--- config.mk ---
export PLATFORM = sky130hd
export DESIGN_NAME = mac_requant_drain
export DESIGN_NICKNAME = d
export VERILOG_FILES = /design/src/rtl/mac_pkg.sv /design/src/rtl/requant_unit.sv /design/src/rtl/mac_requant_drain.sv
export SDC_FILE = /design/constraint.sdc
export NUM_CORES = 1
export LEC_CHECK = 0
export BUFFER_PORTS_ARGS = -buffer_cell sky130_fd_sc_hd__buf_4
export CORE_MARGIN = 2
export CORE_UTILIZATION = 63
export DETAILED_ROUTE_END_ITERATION = 10
export GPL_TIMING_DRIVEN = 0
export PLACE_DENSITY = 0.87
export SLEW_MARGIN = 10
export SYNTH_ARGS = -nofsm -noshare
export SYNTH_HDL_FRONTEND = slang
export SYNTH_SLANG_ARGS = --single-unit
--- constraint.sdc ---
create_clock -name clk -period 22.7 [get_ports clk]
set_input_delay 2.27 -clock clk [delete_from_list [all_inputs] [get_ports clk]]
set_output_delay 2.27 -clock clk [all_outputs]
set_load 0.01 [all_outputs]
--- src/rtl/mac_pkg.sv ---
// Shared types and the requantization helper for the MAC drain path.
// The helper works at a fixed maximum width; callers pass their actual widths.
package mac_pkg;

    localparam int MAX_ACC_WIDTH   = 64;
    localparam int MAX_OUT_WIDTH   = 32;
    localparam int WIDE_WIDTH      = MAX_ACC_WIDTH + 1;
    localparam int SAT_COUNT_WIDTH = 16;

    typedef enum logic {
        IDLE  = 1'b0,
        DRAIN = 1'b1
    } drain_state_t;

    typedef struct packed {
        logic [MAX_OUT_WIDTH-1:0] data;
        logic                     sat;
    } requant_t;

    // Round-half-up right shift then unsigned saturation to out_w bits.
    // The extra top bit keeps the rounding carry; shifts at or beyond acc_w
    // collapse to 0 or 1 without special casing.
    function automatic requant_t requant(input logic [MAX_ACC_WIDTH-1:0] v,
                                         input int unsigned             s,
                                         input int unsigned             acc_w,
                                         input int unsigned             out_w);
        logic [WIDE_WIDTH-1:0] wide;
        logic [WIDE_WIDTH-1:0] rnd;
        logic [WIDE_WIDTH-1:0] r;
        logic [WIDE_WIDTH-1:0] lim;
        requant_t              res;
        wide = {1'b0, v} & ((WIDE_WIDTH'(1) << acc_w) - WIDE_WIDTH'(1));
        if (s == 0) begin
            r = wide;
        end else begin
            rnd = WIDE_WIDTH'(1) << (s - 1);
            r   = (wide + rnd) >> s;
        end
        lim      = (WIDE_WIDTH'(1) << out_w) - WIDE_WIDTH'(1);
        res.sat  = (r > lim);
        res.data = res.sat ? lim[MAX_OUT_WIDTH-1:0] : r[MAX_OUT_WIDTH-1:0];
        return res;
    endfunction

endpackage

--- src/rtl/requant_unit.sv ---
// Purpose: combinational rounding right-shift plus unsigned saturation of one accumulator.
// Latency: zero cycles (pure combinational).
// Backpressure: none; output follows inputs.
module requant_unit
    import mac_pkg::*;
#(
    parameter int ACC_WIDTH   = 32,
    parameter int OUT_WIDTH   = 8,
    parameter int SHIFT_WIDTH = 5
) (
    input  logic [ACC_WIDTH-1:0]   v,
    input  logic [SHIFT_WIDTH-1:0] s,
    output logic [OUT_WIDTH-1:0]   out_data,
    output logic                   saturated
);

    requant_t q;
    logic     unused_data_hi;

    always_comb begin
        q = requant(MAX_ACC_WIDTH'(v), 32'(s), ACC_WIDTH, OUT_WIDTH);
    end

    assign out_data       = q.data[OUT_WIDTH-1:0];
    assign saturated      = q.sat;
    assign unused_data_hi = ^q.data;

endmodule

--- src/rtl/mac_requant_drain.sv ---
// Purpose: snapshot NUM_MACS accumulators on start, pulse mac_clear, stream requantized results.
// Latency: first result one cycle after start; one result per cycle while out_ready is high.
// Backpressure: out_ready low holds out_data/out_index/out_last; MAC_REQUANT_SAT_COUNT_EN adds sat_count.
module mac_requant_drain
    import mac_pkg::*;
#(
    parameter int NUM_MACS    = 4,
    parameter int ACC_WIDTH   = 32,
    parameter int OUT_WIDTH   = 8,
    parameter int SHIFT_WIDTH = 5
) (
    input  logic                          clk,
    input  logic                          reset,
    input  logic                          start,
    input  logic [SHIFT_WIDTH-1:0]        shift,
    input  logic [NUM_MACS*ACC_WIDTH-1:0] acc_in,
    output logic                          mac_clear,
    output logic                          busy,
    output logic                          out_valid,
    input  logic                          out_ready,
    output logic [OUT_WIDTH-1:0]          out_data,
    output logic [$clog2(NUM_MACS)-1:0]   out_index,
`ifdef MAC_REQUANT_SAT_COUNT_EN
    output logic [SAT_COUNT_WIDTH-1:0]    sat_count,
`endif
    output logic                          out_last
);

    localparam int IDX_W = $clog2(NUM_MACS);
    localparam logic [IDX_W-1:0] LAST_IDX = IDX_W'(NUM_MACS - 1);

    drain_state_t            state, state_nxt;
    logic [IDX_W-1:0]        idx, idx_nxt;
    logic [ACC_WIDTH-1:0]    cap [NUM_MACS];
    logic [SHIFT_WIDTH-1:0]  shift_q;
    logic                    mac_clear_q;
    logic                    capture;
    logic                    xfer;
    logic                    at_last;
    logic [OUT_WIDTH-1:0]    rq_data;
    logic                    rq_sat;

    assign capture = (state == IDLE) && start;
    assign xfer    = (state == DRAIN) && out_ready;
    assign at_last = (idx == LAST_IDX);

    always_comb begin
        state_nxt = state;
        idx_nxt   = idx;
        case (state)
            IDLE: begin
                if (start) begin
                    state_nxt = DRAIN;
                    idx_nxt   = '0;
                end
            end
            DRAIN: begin
                if (out_ready) begin
                    if (at_last) begin
                        state_nxt = IDLE;
                        idx_nxt   = '0;
                    end else begin
                        idx_nxt = idx + IDX_W'(1);
                    end
                end
            end
            default: begin
                state_nxt = IDLE;
                idx_nxt   = '0;
            end
        endcase
    end

    always_ff @(posedge clk) begin
        if (reset) begin
            state       <= IDLE;
            idx         <= '0;
            mac_clear_q <= 1'b0;
        end else begin
            state       <= state_nxt;
            idx         <= idx_nxt;
            mac_clear_q <= capture;
        end
    end

    // Snapshot storage needs no reset; it is only read while in DRAIN.
    always_ff @(posedge clk) begin
        if (capture) begin
            for (int i = 0; i < NUM_MACS; i++) begin
                cap[i] <= acc_in[i*ACC_WIDTH +: ACC_WIDTH];
            end
            shift_q <= shift;
        end
    end

    requant_unit #(
        .ACC_WIDTH   (ACC_WIDTH),
        .OUT_WIDTH   (OUT_WIDTH),
        .SHIFT_WIDTH (SHIFT_WIDTH)
    ) u_requant (
        .v         (cap[idx]),
        .s         (shift_q),
        .out_data  (rq_data),
        .saturated (rq_sat)
    );

    assign busy      = (state == DRAIN);
    assign out_valid = busy;
    assign out_last  = busy && at_last;
    assign out_index = idx;
    assign out_data  = busy ? rq_data : '0;
    assign mac_clear = mac_clear_q;

`ifdef MAC_REQUANT_SAT_COUNT_EN
    always_ff @(posedge clk) begin
        if (reset) begin
            sat_count <= '0;
        end else if (xfer && rq_sat && (sat_count != {SAT_COUNT_WIDTH{1'b1}})) begin
            sat_count <= sat_count + SAT_COUNT_WIDTH'(1);
        end
    end
`else
    logic unused_sat;
    assign unused_sat = rq_sat ^ xfer;
`endif

endmodule

-- Word level (Yosys, flattened, before mapping)
Memories as Yosys holds them, arrays and structs flattened. A register that Yosys moved wholly into a read port is not among the register bits.
Index checks and enable logic that the tools add are counted.
- add/sub/neg operators: 3
- $lt $le $gt $ge: 1
- eq/ne operators: 3
- shift operators: 2
- mux-type cells: 15
- bitwise gates (word level): 1
- reductions and logical operators: 4
- operators by type and width (cell ; count):
    $add A32 B65 Y65 ; 1
    $gt A65 B8 Y1 const B ; 1
    $mux W65 ; 1
    $shl A1 B32 Y65 const A ; 1
    $shr A65 B5 Y65 ; 1
    $mux W8 ; 2
    $mux W2 ; 5
    $sub A5 B1 Y6 const B ; 1
    $logic_not A5 Y1 ; 1
    $mux W1 ; 5
    $ne A2 B2 Y1 const B ; 2
    $pmux W2 S2 ; 1
    $add A2 B1 Y2 const B ; 1
    $eq A2 B2 Y1 const B ; 1
    $logic_and A1 B1 Y1 ; 2
    $pmux W1 S2 ; 1
    $reduce_and A2 Y1 ; 1
    $not A1 Y1 ; 1
- register bits after elaboration: 9
- bits in writable memories: 128
- input port bits: 137
- logic and storage cells: 34
- memories kept: 1
- memories (memory ; words ; bits a word ; read ports ; clocked after Yosys merged registers in ; wr ports ; line ; RTL):
    cap ; 4 ; 32 ; 1 ; 1 ; 4 ; mac_requant_drain.sv:34 ; logic [ACC_WIDTH-1:0] cap [NUM_MACS];

-- Longest topological paths before layout
- depth after elaboration: 8
- depth in mapped cells: 27
- mapped depth without buffers: 22

-- By module
A second synthesis with hierarchy kept.
- cell total of the unflattened synthesis: 977
- area, all modules: 10136.0 um^2
- by module, submodules not included (module ; times used ; cells each ; area an instance (um^2)):
    mac_requant_drain ; 1 ; 202 ; 5084.9
    requant_unit ; 1 ; 775 ; 5051.1

-- Least setup slack after synthesis
No wires, ideal clock.
- path type: input -> register
- start point: input start
- end point: memory cap[0][0] (enable)
- library setup time: 641 ps
- arrival: 8051 ps
- slack: 14008 ps
- stages on the path: 1
- cell sequence: nor2b_1
- RTL lines (item ; line ; RTL):
    from (decl) ; mac_requant_drain.sv:14 ; input logic start,
    to (decl) ; mac_requant_drain.sv:34 ;

-- Worst setup path after layout
- start point: register shift_q[1]
- end point: output out_data[5]
- word-level cells in the longest chain between the ends: 8
- elaborated cells between the ends (all ways): 9
- those cells by class: add/sub: 2; order compare: 1; shift: 2; mux: 3; reduce/logical: 1
- ends and longest elaborated chain (item ; line ; RTL):
    from (decl) ; mac_requant_drain.sv:35 ; logic [SHIFT_WIDTH-1:0] shift_q;
    from (signal assigned) ; mac_requant_drain.sv:92 ; shift_q <= shift;
    $sub A5 B1 Y6 ; mac_pkg.sv:36 ; rnd = WIDE_WIDTH'(1) << (s - 1);
    $shl A1 B32 Y65 ; mac_pkg.sv:36 ;
    $add A32 B65 Y65 ; mac_pkg.sv:37 ; r = (wide + rnd) >> s;
    $shr A65 B5 Y65 ; mac_pkg.sv:37 ;
    $mux W65 * ; mac_pkg.sv:33 ; if (s == 0) begin
    $gt A65 B8 Y1 ; mac_pkg.sv:40 ; res.sat = (r > lim);
    $mux W8 * ; mac_pkg.sv:41 ; res.data = res.sat ? lim[MAX_OUT_WIDTH-1:0] : r[MAX_OUT_WIDTH-1:0];
    $mux W8 * ; mac_requant_drain.sv:111 ; assign out_data = busy ? rq_data : '0;
    to (decl) ; mac_requant_drain.sv:21 ; output logic [OUT_WIDTH-1:0] out_data,
Mark *: on every way between the ends. The rest lies on a longest branch, timed or not.

==> metrics.md <==
| Metric | Value |
|---|---|
| Worst VDD drop | `0.09099 mV` |
| Clock latency on the worst-skew pair | `around 0.45 ns` |
| Least-Margin Pin Slew | `1.257 ns` |
| WHS Path Cells | `2` |
| Antenna viol nets, final | `0` |
| Post-synthesis mux area share | `10.22%` |
| Async SR Flop Fraction | `0%` |
| Synth Instances | `1043` |
| Initial DRC count | `2201` |
| Worst Reg-to-Reg Cells | `4` |
| Simple-gate share of the synthesized area | `18.17%` |
| Cts repair resizes | `0` |
| Period Utilization, post-route | `48.12%` |
| Total GRT Usage | `46.06%` |
| Total number of vias | `10970` |
| FF-to-FF setup slack | `20.60 ns` |
| Largest net degree at the start of global routing | `36` |
| Clock-pin slew on the worst setup and hold paths | `0.07 ns` |
| P_leak | `4.762 nW` |
| Router iterations before antenna repair | `9` |
| CTS Sinks | `about 140` |
| First-pass GRT wire length | `61680 um` |
| Largest family of logic cells by synthesized area | `compound AO/OA/AOI/OAI gates` |
| Predominant post-synthesis flop cell | `edfxtp_1` |
| Crit-path max FO | `10` |
| Nets | `1389` |
| Post-synth top cells | `edfxtp_1 (133), nor2_1 (126), nand2_1 (90)` |
| GRT Max-Usage Layer | `met2` |
| Run status | `complete, no violations` |
| Critical R2R Capture | `cap[2][17]` |
| Setup-failing EPs final | `0` |
| Critical path type | `register to output pin` |
| Io pins | `~150` |
| Vias per cell | `7.565` |
| Area of placed instances | `12020 sq um` |
| Clk pwr share | `a little over a third` |
| Logic gate share of total power | `approximately 25%` |
| CTS tree | `built` |
| Crit. End Element | `output pin` |
| Synth area leaders | `edfxtp_1 (38%), mux4_2 (7.9%), nor2_1 (4.5%)` |
| Die ar. | `17740 sq um` |
| Core ar. | `around 16000 sq um` |
| Yosys top cell area share | `37.98%` |
| Register area share after synthesis | `between 30% and 40%` |
| Crit path required time | `20.43 ns` |
| DR DRC count | `0` |
| Total setup buffers inserted after CTS | `0` |
| Switch share | `33.76%` |
| Pwr Density | `62.59 nW/um^2` |
| Sw Pwr | `about 0.27 mW` |
| CP Launch Type | `register` |
| Period minus WS final | `10.92 ns` |
| Hold WC Path Type | `register to register` |
| Post-synth net total | `roughly 1200` |
| Post-route cell area | `12620 sq um` |
| RSZ-0062 raised after global routing | `no` |
| Longest Clk Path Bufs | `2` |
| Min-delay src | `out_index[1]` |
| Share of layout cells above drive strength 1 | `26.61%` |
| Wire per inst | `28.10 um` |
| Chip Width | `about 130 um` |
| # Max-Cap Violations | `0` |
| Pint | `0.5232 mW` |
| Area share of fa/ha/maj cells after synthesis | `4.355%` |
| Post-Syn Area | `10520 sq um` |
| Setup TNS | `0 ns` |
| Total CTS buffers | `17` |
| Hold EP | `out_index[1]` |
| WL final | `40750 um` |
| Remaining global-route overflow | `0` |
| Post-synth EDFFs | `133` |
| M2 GR Usage | `71.30%` |
| CTS H-tree lvls | `4` |
| Cell accounting for the most synthesized area | `edfxtp_1` |
| Clock tree root driver cell | `clkbuf_16` |
| Final Hold Fails | `0` |
| Hold-fix buffers, CTS | `0` |
| FF/Latch Area | `4114 sq um` |
| Synth Warn # | `0` |
| Power share of the sequential group | `between 30% and 40%` |
| Die height | `133.2 um` |
| Compound-gate portion of the synthesized area | `22.25%` |
| Routability cong. | `1.044` |
| Synthesized area per cell | `10.08 sq um` |
| Reg-to-reg critical path startpoint | `busy` |
| Crit path DAT | `~8.7 ns` |
| GRT met3 Usage | `12.10%` |
| Synth Register Bits | `~140` |
| Relative slew slack | `14.00%` |
| Post-DP HPWL | `28550 um` |
| Met1 Usage GRT | `59.93%` |
| F_max | `0.09154 GHz` |
| Initial Util | `63.86%` |
| Multi-input logic area | `5991 sq um` |
| Synth-to-layout area growth | `20.00%` |
| XOR/XNOR Fraction of Synth Area | `under 10%` |
| Port Buffers | `150` |
| Hold Slack | `0.7769 ns` |
| Initial antenna violation count | `0` |
| Filler Cells Inserted | `1032` |
| Slew Limit Fails | `0` |
| Most frequent cell after synthesis | `edfxtp_1` |
| # rows | `47` |
| Vias in the first global route | `10570` |
| Distinct cells, synth | `just over 100` |
| Clk_skew | `0.01270 ns` |
critical path: stages, from the launching register on:
cell,delay (ns)
edfxtp_1,0.36
clkbuf_1,0.26
inv_1,0.24
buf_2,0.29
buf_1,0.42
clkbuf_1,0.54
ha_1,0.26
clkbuf_1,0.26
nor2_1,0.15
a31oi_1,0.61
nor2_1,0.15
ha_1,0.33
buf_2,0.22
nand4_1,0.20
a21oi_1,0.31
o21ai_1,0.20
a2111oi_0,1.12
a211o_2,0.27
mux2_2,0.17
nor2_1,0.04
nor4_1,0.80
a311o_2,0.35
nand4_4,0.15
nor3_1,0.23
a21oi_1,0.09
buf_4,0.16
flip-flops by register name (all words and copies together), names as in the netlist, named ones only:
signal and flops:
busy 1, cap 128, mac_clear 1, out_index 2, shift_q 5
power by group through the flow:
| stage | Sequential (mW) | Clock, mW | Combinational [mW] |
|---|---|---|---|
| after CTS | 0.304 | 0.283 | 0.190 |
| after detailed placement | 0.308 | 0 | 0.187 |
| final | 0.304 | 0.286 | 0.200 |
| after global placement | 0.310 | 0 | 0.181 |
| after floorplan | 0.309 | 0 | 0.120 |
| after global routing | 0.304 | 0.293 | 0.209 |
metrics by stage:
| stage | util (%) | worst slack (ns) | std cells | total power [mW] |
|---|---|---|---|---|
| 6_report | 76.63 | 11.78 | 1450 | 0.7898 |
| 5_1_grt | 76.62 | 11.48 | 1449 | 0.8052 |
| 4_1_cts | 76.62 | 12.36 | 1449 | 0.7773 |
| 3_5_place_dp | 72.99 | 12.98 | 1417 | 0.4943 |
| 3_3_place_gp | 72.37 | 12.03 | 1413 | 0.4910 |
| 2_1_floorplan | - | 14.01 | 1043 | 0.4289 |
layout make-up:
| type | count | area share, % |
|---|---|---|
| clock buffers | 17 | 3.371 |
| plain buffers | 67 | 2.836 |
| diodes | 1 | 0.01983 |
| well taps | 220 | 2.181 |
| inverters | 16 | 0.4760 |
| flip-flops and latches | 139 | 32.60 |
| multi-input cells | 821 | 47.48 |
| repair buffers | 154 | 9.678 |
| clock inverters | 15 | 1.358 |
placed cells by master (no fill, tap or decap), drive strengths merged, types with 10 or more instances in the layout:
cell type	n
a211o	14
a211oi	28
a21o	15
a21oi	72
a31oi	12
and3	12
buf	198
clkbuf	40
edfxtp	133
ha	35
inv	23
mux2i	15
mux4	37
nand2	93
nand2b	11
nand3	16
nand4	32
nor2	127
nor3	39
nor4	14
o211ai	14
o21a	14
o21ai	54
o221ai	11
o22ai	10
xnor2	12
xor2	10
metal layers:
metal,wire length [um],up-vias
li1,-,4471
met1,14220,5067
met2,18120,1141
met3,5542,290
met4,2864,0
met5,0,-
how the worst max path moves through the flow:
stage                     startpoint     endpoint  slack (ns)  cells after the start
after CTS                 shift_q[1]  out_data[5]       12.36                     25
after global routing      shift_q[1]  out_data[4]       11.48                     25
after floorplan                start    cap[0][0]       14.01                      1
after detailed placement  shift_q[1]  out_data[6]       12.98                     25
final                     shift_q[1]  out_data[5]       11.78                     25
after global placement         start   cap[0][18]       12.03                      2
cells by family (layout without fill, tap and decap cells):
family	Yosys count	in the layout
simple gates	388	388
flops	139	139
compound gates	316	316
fa+ha+maj	36	36
xor+xnor	22	22
other cells	0	1
buf+inv	83	269
mux	59	59
No activity file was read; power rests on OpenSTA's default activity.
